### config.mk
export PLATFORM = sky130hd
export DESIGN_NAME = bounce_generator
export DESIGN_NICKNAME = d
export VERILOG_FILES = /design/src/rtl/bounce_generator.sv
export SDC_FILE = /design/constraint.sdc
export NUM_CORES = 1
export LEC_CHECK = 0
export CAP_MARGIN = 20
export CORE_MARGIN = 2
export CORE_UTILIZATION = 35
export CTS_BUF_LIST = sky130_fd_sc_hd__clkbuf_8
export DETAILED_ROUTE_END_ITERATION = 6
export PLACE_DENSITY = 0.63
export SYNTH_ARGS = -nofsm -noshare
export SYNTH_HDL_FRONTEND = slang
export SYNTH_SLANG_ARGS = --single-unit
### constraint.sdc
create_clock -name ck -period 1.6 [get_ports ck]
set_input_delay 0.24 -clock ck [delete_from_list [all_inputs] [get_ports ck]]
set_output_delay 0.24 -clock ck [all_outputs]
set_load 0.02 [all_outputs]
### src/rtl/bounce_generator.sv
// Mechanical-contact emulator: every accepted edge of x opens a window in which z
// carries LFSR noise, after which z settles to the new level.
module bounce_generator #(
  parameter int          bounce_len = 8,
  parameter logic [15:0] seed       = 16'hACE1
) (
  input  logic ck,
  input  logic rst_n,
  input  logic x,
  input  logic en,
  output logic z,
  output logic busy
);

  localparam int          CW       = (bounce_len < 1) ? 1 : $clog2(bounce_len + 1);
  localparam logic [15:0] SEED_EFF = (seed == 16'h0000) ? 16'h0001 : seed;
  localparam logic [15:0] TAPS     = 16'hB400;
  localparam logic [CW-1:0] CNT_INIT = CW'((bounce_len > 0) ? bounce_len - 1 : 0);

  typedef enum logic {IDLE, BOUNCE} state_e;

  state_e        state_q, state_d;
  logic          target_q, target_d;
  logic [CW-1:0] cnt_q, cnt_d;
  logic          z_q, z_d;
  logic          busy_q, busy_d;
  logic [15:0]   lfsr_q, lfsr_d;
  logic          r;

  assign r    = lfsr_q[0];
  assign z    = z_q;
  assign busy = busy_q;

  always_ff @(posedge ck or negedge rst_n) begin
    if (!rst_n) begin
      state_q  <= IDLE;
      target_q <= 1'b0;
      cnt_q    <= '0;
      z_q      <= 1'b0;
      busy_q   <= 1'b0;
      lfsr_q   <= SEED_EFF;
    end else begin
      state_q  <= state_d;
      target_q <= target_d;
      cnt_q    <= cnt_d;
      z_q      <= z_d;
      busy_q   <= busy_d;
      lfsr_q   <= lfsr_d;
    end
  end

  always_comb begin
    state_d  = state_q;
    target_d = target_q;
    cnt_d    = cnt_q;
    z_d      = z_q;
    busy_d   = busy_q;
    // Galois right shift; free-running so the pattern depends only on time since reset
    lfsr_d   = {1'b0, lfsr_q[15:1]} ^ (lfsr_q[0] ? TAPS : 16'h0000);
    case (state_q)
      IDLE: begin
        if (x != target_q) begin
          target_d = x;
          if (!en || bounce_len == 0) begin
            z_d = x;
          end else begin
            cnt_d   = CNT_INIT;
            z_d     = r;
            busy_d  = 1'b1;
            state_d = BOUNCE;
          end
        end else begin
          z_d = target_q;
        end
      end
      BOUNCE: begin
        // en is deliberately ignored here: a window always runs to completion
        if (x != target_q) begin
          target_d = x;
          cnt_d    = CNT_INIT;
          z_d      = r;
        end else if (cnt_q != '0) begin
          cnt_d = cnt_q - 1'b1;
          z_d   = r;
        end else begin
          z_d     = target_q;
          busy_d  = 1'b0;
          state_d = IDLE;
        end
      end
      default: state_d = IDLE;
    endcase
  end

endmodule

Yosys cells after proc, flatten, opt, wreduce, memory -nomap -nowiden. Index checks and enable logic that the tools add are counted.

Register bits: 24. Bits of input ports: 4. Logic and storage cells: 40.

Bitwise gates (word level): 2. $add $sub $neg: 1. Equality and inequality tests: 6. Mux-type cells: 22. Reduce and logical (&&, ||, !) cells: 3.

Operator list (count): $mux 16 (1); $mux 4 (4); $xor 15x16->16 (1); $mux 1 (13); $ne 2x2->1 const B (4); $pmux 4 s2 (1); $pmux 1 s2 (3); $reduce_and 4->1 (1); $reduce_bool 4->1 (1); $sub 4x1->4 const B (1); $ne 3x1->1 const B (1); $reduce_and 3->1 (1); $ne 1x1->1 (1); $not 1->1 (1).

Longest topological paths before layout.
Depth in word-level cells: 4. Mapped depth: 5. Depth with buffers taken out: 5.

Worst setup path before layout. No wires, ideal clock.

Kind: reg-to-reg. Start: register cnt_q[1]. End: register z_q, in the netlist z. Data arrival time: 1.295 ns. Stages on the path, launching flop included: 6. Slack: 0.178 ns. Clock period less this slack: 1.422 ns. Setup time: 0.127 ns. Cells stage by stage: dfrtp_1 > inv_1 > ha_1 > or3b_4 > a211oi_1 > a21oi_1.

Cells in the longest elaborated chain, start to end: 4.

RTL lines: from (decl) (RTL line 24) `logic [CW-1:0] cnt_q, cnt_d;`; from (signal assigned) (RTL line 45) `cnt_q <= cnt_d;`; $reduce_bool 4->1 (RTL line 82) `end else if (cnt_q != '0) begin`; $mux 1 (RTL line 82); $mux 1 (RTL line 78) `if (x != target_q) begin`; $pmux 1 s2 (RTL line 60) `case (state_q)`; named net z_d (RTL line 25) `logic z_q, z_d;`; to (signal assigned) (RTL line 46) `z_q <= z_d;`; to (decl) (RTL line 25).

The timed path passes the listed nets, and every way through them passes these cells. A chain may end at the register's enable or synchronous reset.

Final worst setup path. Same ends and word-level chain as after synthesis.

==> impl_metrics.json <==
{
  "clock_latency_ns": 0.26,
  "drtIter0Drc": 8,
  "crit_start": "cnt_q[1]$_DFFE_PN0P_",
  "crit_path_cell_trace": "inv_1 > ha_2 > or3b_4 > a211oi_2 > a21oi_1",
  "maxCapViolations": 0,
  "clock-sinks": 24,
  "slew_headroom_pct": 77.47,
  "synth_area_leaders": "dfrtp_1 45%, dfstp_2 23%, xor2_1 3.9%",
  "path_max_fanout": 4,
  "via_per_inst": 4.810,
  "drive_gt1_share_pct": 32.00,
  "synth_seq_cells": 24,
  "yosysSeqAreaShare_pct": 68.25,
  "die_h_um": 54.56,
  "r2r-start": "cnt_q[1]$_DFFE_PN0P_",
  "p_int_uw": 984.3,
  "post-cts-setup-buffer-count": 0,
  "postLayoutSetupSlackWorst_ns": 0.08395,
  "post-synth-top-area-cell": "dfrtp_1",
  "synthesis.area_um2": 894.6,
  "core_um2": 2455,
  "worstSetupEndpoint": "z$_DFF_PN0_",
  "cpMaxStageDelayCell": "or3b_4",
  "clock_skew_ns": 0.005767,
  "p_leak_nw": 0.4832,
  "die_area_um2": 2976,
  "htreeDepth": 1,
  "min_period_over_period_pct": 94.75,
  "cp-end-kind": "flop",
  "place_hpwl_um": 978.9,
  "required_ns": 1.75,
  "p_total_mw": 1.320,
  "nNetsFinal": 81,
  "io_pins": 6,
  "wire_per_inst_um": 13.49,
  "drc_errors": 0,
  "p_sw_share_pct": 25.42,
  "timing.final.hold_violations": 0,
  "rows": 18,
  "first_global_vias": 465,
  "seq_power_share_pct": 52.5,
  "antennaDiodeCount": 0,
  "maxSlewViolCount": 0,
  "post-route-util_pct": 42.97,
  "period_minus_slack_ns": 1.516,
  "start_util_pct": 36.44,
  "outcome": "completed",
  "crit_arrival_ns": 1.67,
  "critPathMaxStageDelay_ns": 0.42,
  "path_class": "reg -> reg",
  "setup_violations": 0,
  "antenna_left": 0,
  "antenna_found_initial": 0,
  "gr-usage-all-layers_pct": 11.61,
  "holdBufCountCts": 0,
  "tightest_slew_ns": 0.3368,
  "r2r-end": "z$_DFF_PN0_",
  "max_freq_mhz": 659.6,
  "grt_setup_unrepaired": "false",
  "power_frac_clock_pct": 29.8,
  "pwr-share-comb_pct": 17.7,
  "yosysWarnings": 0,
  "grt_pass1_wl_um": 2256,
  "power.switching_uw": 335.4,
  "routed_wl_um": 1416,
  "hold_path.class": "in -> async",
  "powerDensity_nw_per_um2": 1251,
  "dieWidth_um": 54.56,
  "yosysUniqueCellTypes": 28,
  "placed_cell_area_um2": 992.2,
  "grt_max_degree": 25,
  "netlist.area_leader.share_pct": 44.76,
  "place_congestion": 0.7107,
  "dp_slack_ns": -0.04960,
  "syn-instance-count": 65,
  "numCtsBuffers": 3,
  "clkSlewWorstSetupHoldPaths_ns": 0.08,
  "ctsResizeCount": 0,
  "rr_worst_depth": 5,
  "firstDrtPassIters": 3,
  "peakVddDrop_mv": 0.6939,
  "numPortBuffers": 5,
  "rrSetupSlack_ns": 0.08,
  "clk_path_buf_depth": 2,
  "syn-mean-instance-area_um2": 13.76,
  "finalInstanceArea_um2": 1055,
  "grt_overflow": 0,
  "synth_nets": 70,
  "area_growth_pct": 17.90,
  "worstSetupStartpointType": "flop",
  "vias": 505,
  "cts_tree": "yes",
  "clockRootBuffer": "clkbuf_8"
}
area by class of cell:
type	count	area, um2
clock buffer	4	55.05
fill	218	1400
inverter	6	22.52
multi-input combinational	32	249.0
sequential	24	610.6
tap	30	37.54
timing repair buffer	9	80.08
cell families after synthesis:
kind of cell | Yosys count | synth area share, %
AOI/OAI and AO/OA | 16 | 12.31
xor gates and xnor gates | 4 | 3.916
adders and majority gates | 1 | 1.398
buffers and inverters | 9 | 4.755
DFF | 24 | 68.25
and+or+nand+nor | 11 | 9.371
sequential cells by signal, indices dropped and copies added, names as in the netlist:
name / cells
z: 1
target_q: 1
cnt_q: 4
busy: 1
state_q: 1
lfsr_q: 16
Yosys cell counts:
cell type	n
dfrtp_1	16
dfstp_2	8
inv_1	6
o21ai_1	4
xor2_1	4
a21oi_1	3
a211oi_1	2
nor2_1	2
a211o_1	1
a221oi_2	1
a22oi_1	1
a31oi_1	1
buf_4	1
clkbuf_1	1
dlygate4sd1_1	1
ha_1	1
nand2_1	1
nand2b_1	1
nor2_2	1
nor3_1	1
nor3b_1	1
nor3b_2	1
nor4_2	1
o21a_1	1
o221ai_1	1
o22ai_1	1
or3_4	1
or3b_4	1
critical path: cells and delay by family (launching register included):
family	cells	cell delay [ns]
simple gates	1	0.42
flops	1	0.40
compound gates	2	0.28
fa+ha+maj	1	0.21
buf+inv	1	0.10
worst min-delay path by stage:
stage	slack [ns]	startpoint	endpoint	depth (start not counted)
finish	0.32	rst_n	busy$_DFFE_PN0P_	2
global route	0.35	rst_n	lfsr_q[2]$_DFF_PN0_	2
CTS	0.33	rst_n	busy$_DFFE_PN0P_	2
detailed placement	0.34	lfsr_q[4]$_DFF_PN0_	lfsr_q[3]$_DFF_PN0_	0
global placement	0.34	lfsr_q[9]$_DFF_PN0_	lfsr_q[8]$_DFF_PN0_	0
floorplan	-0.06	rst_n	busy$_DFFE_PN0P_	0
stage by stage:
step,TNS (ns),hold WS (ns),cells
global route,0,0.3519,105
floorplan,0,-0.05559,65
global placement,0,0.3357,101
finish,0,0.3165,105
detailed placement,-0.09412,0.3371,101
CTS,0,0.3251,105
power by group through the flow:
stage | Combinational [mW] | Clock (mW) | Sequential, mW
5_1_grt | 0.261 | 0.439 | 0.699
4_1_cts | 0.231 | 0.406 | 0.694
3_5_place_dp | 0.231 | 0 | 0.706
6_report | 0.233 | 0.393 | 0.693
2_1_floorplan | 0.142 | 0 | 0.706
3_3_place_gp | 0.220 | 0 | 0.700
metal layers:
metal  GRT usage, %  vias up  share of wire [%]
met5              0        -                  0
met4          5.000        0                1.4
met3          5.738        5                4.7
met2          15.26        8                 44
met1          15.96      250                 50
li1               -      242                  -
layout by cell type, fill, tap and decap left out, drive strengths merged:
| cell type | count |
|---|---|
| dfrtp | 16 |
| dfstp | 8 |
| inv | 6 |
| clkdlybuf4s50 | 5 |
| xor2 | 4 |
| o21ai | 4 |
| clkbuf | 4 |
| buf | 4 |
| a21oi | 3 |
| nor2 | 3 |
| nor3b | 2 |
| a211oi | 2 |
| o221ai | 1 |
| or3b | 1 |
| o21a | 1 |
| a31oi | 1 |
| nand2 | 1 |
| a22oi | 1 |
| nor3 | 1 |
| a221oi | 1 |
| o22ai | 1 |
| or3 | 1 |
| nand2b | 1 |
| nor4 | 1 |
| a211o | 1 |
| ha | 1 |
(Power assumes the default switching activity.)
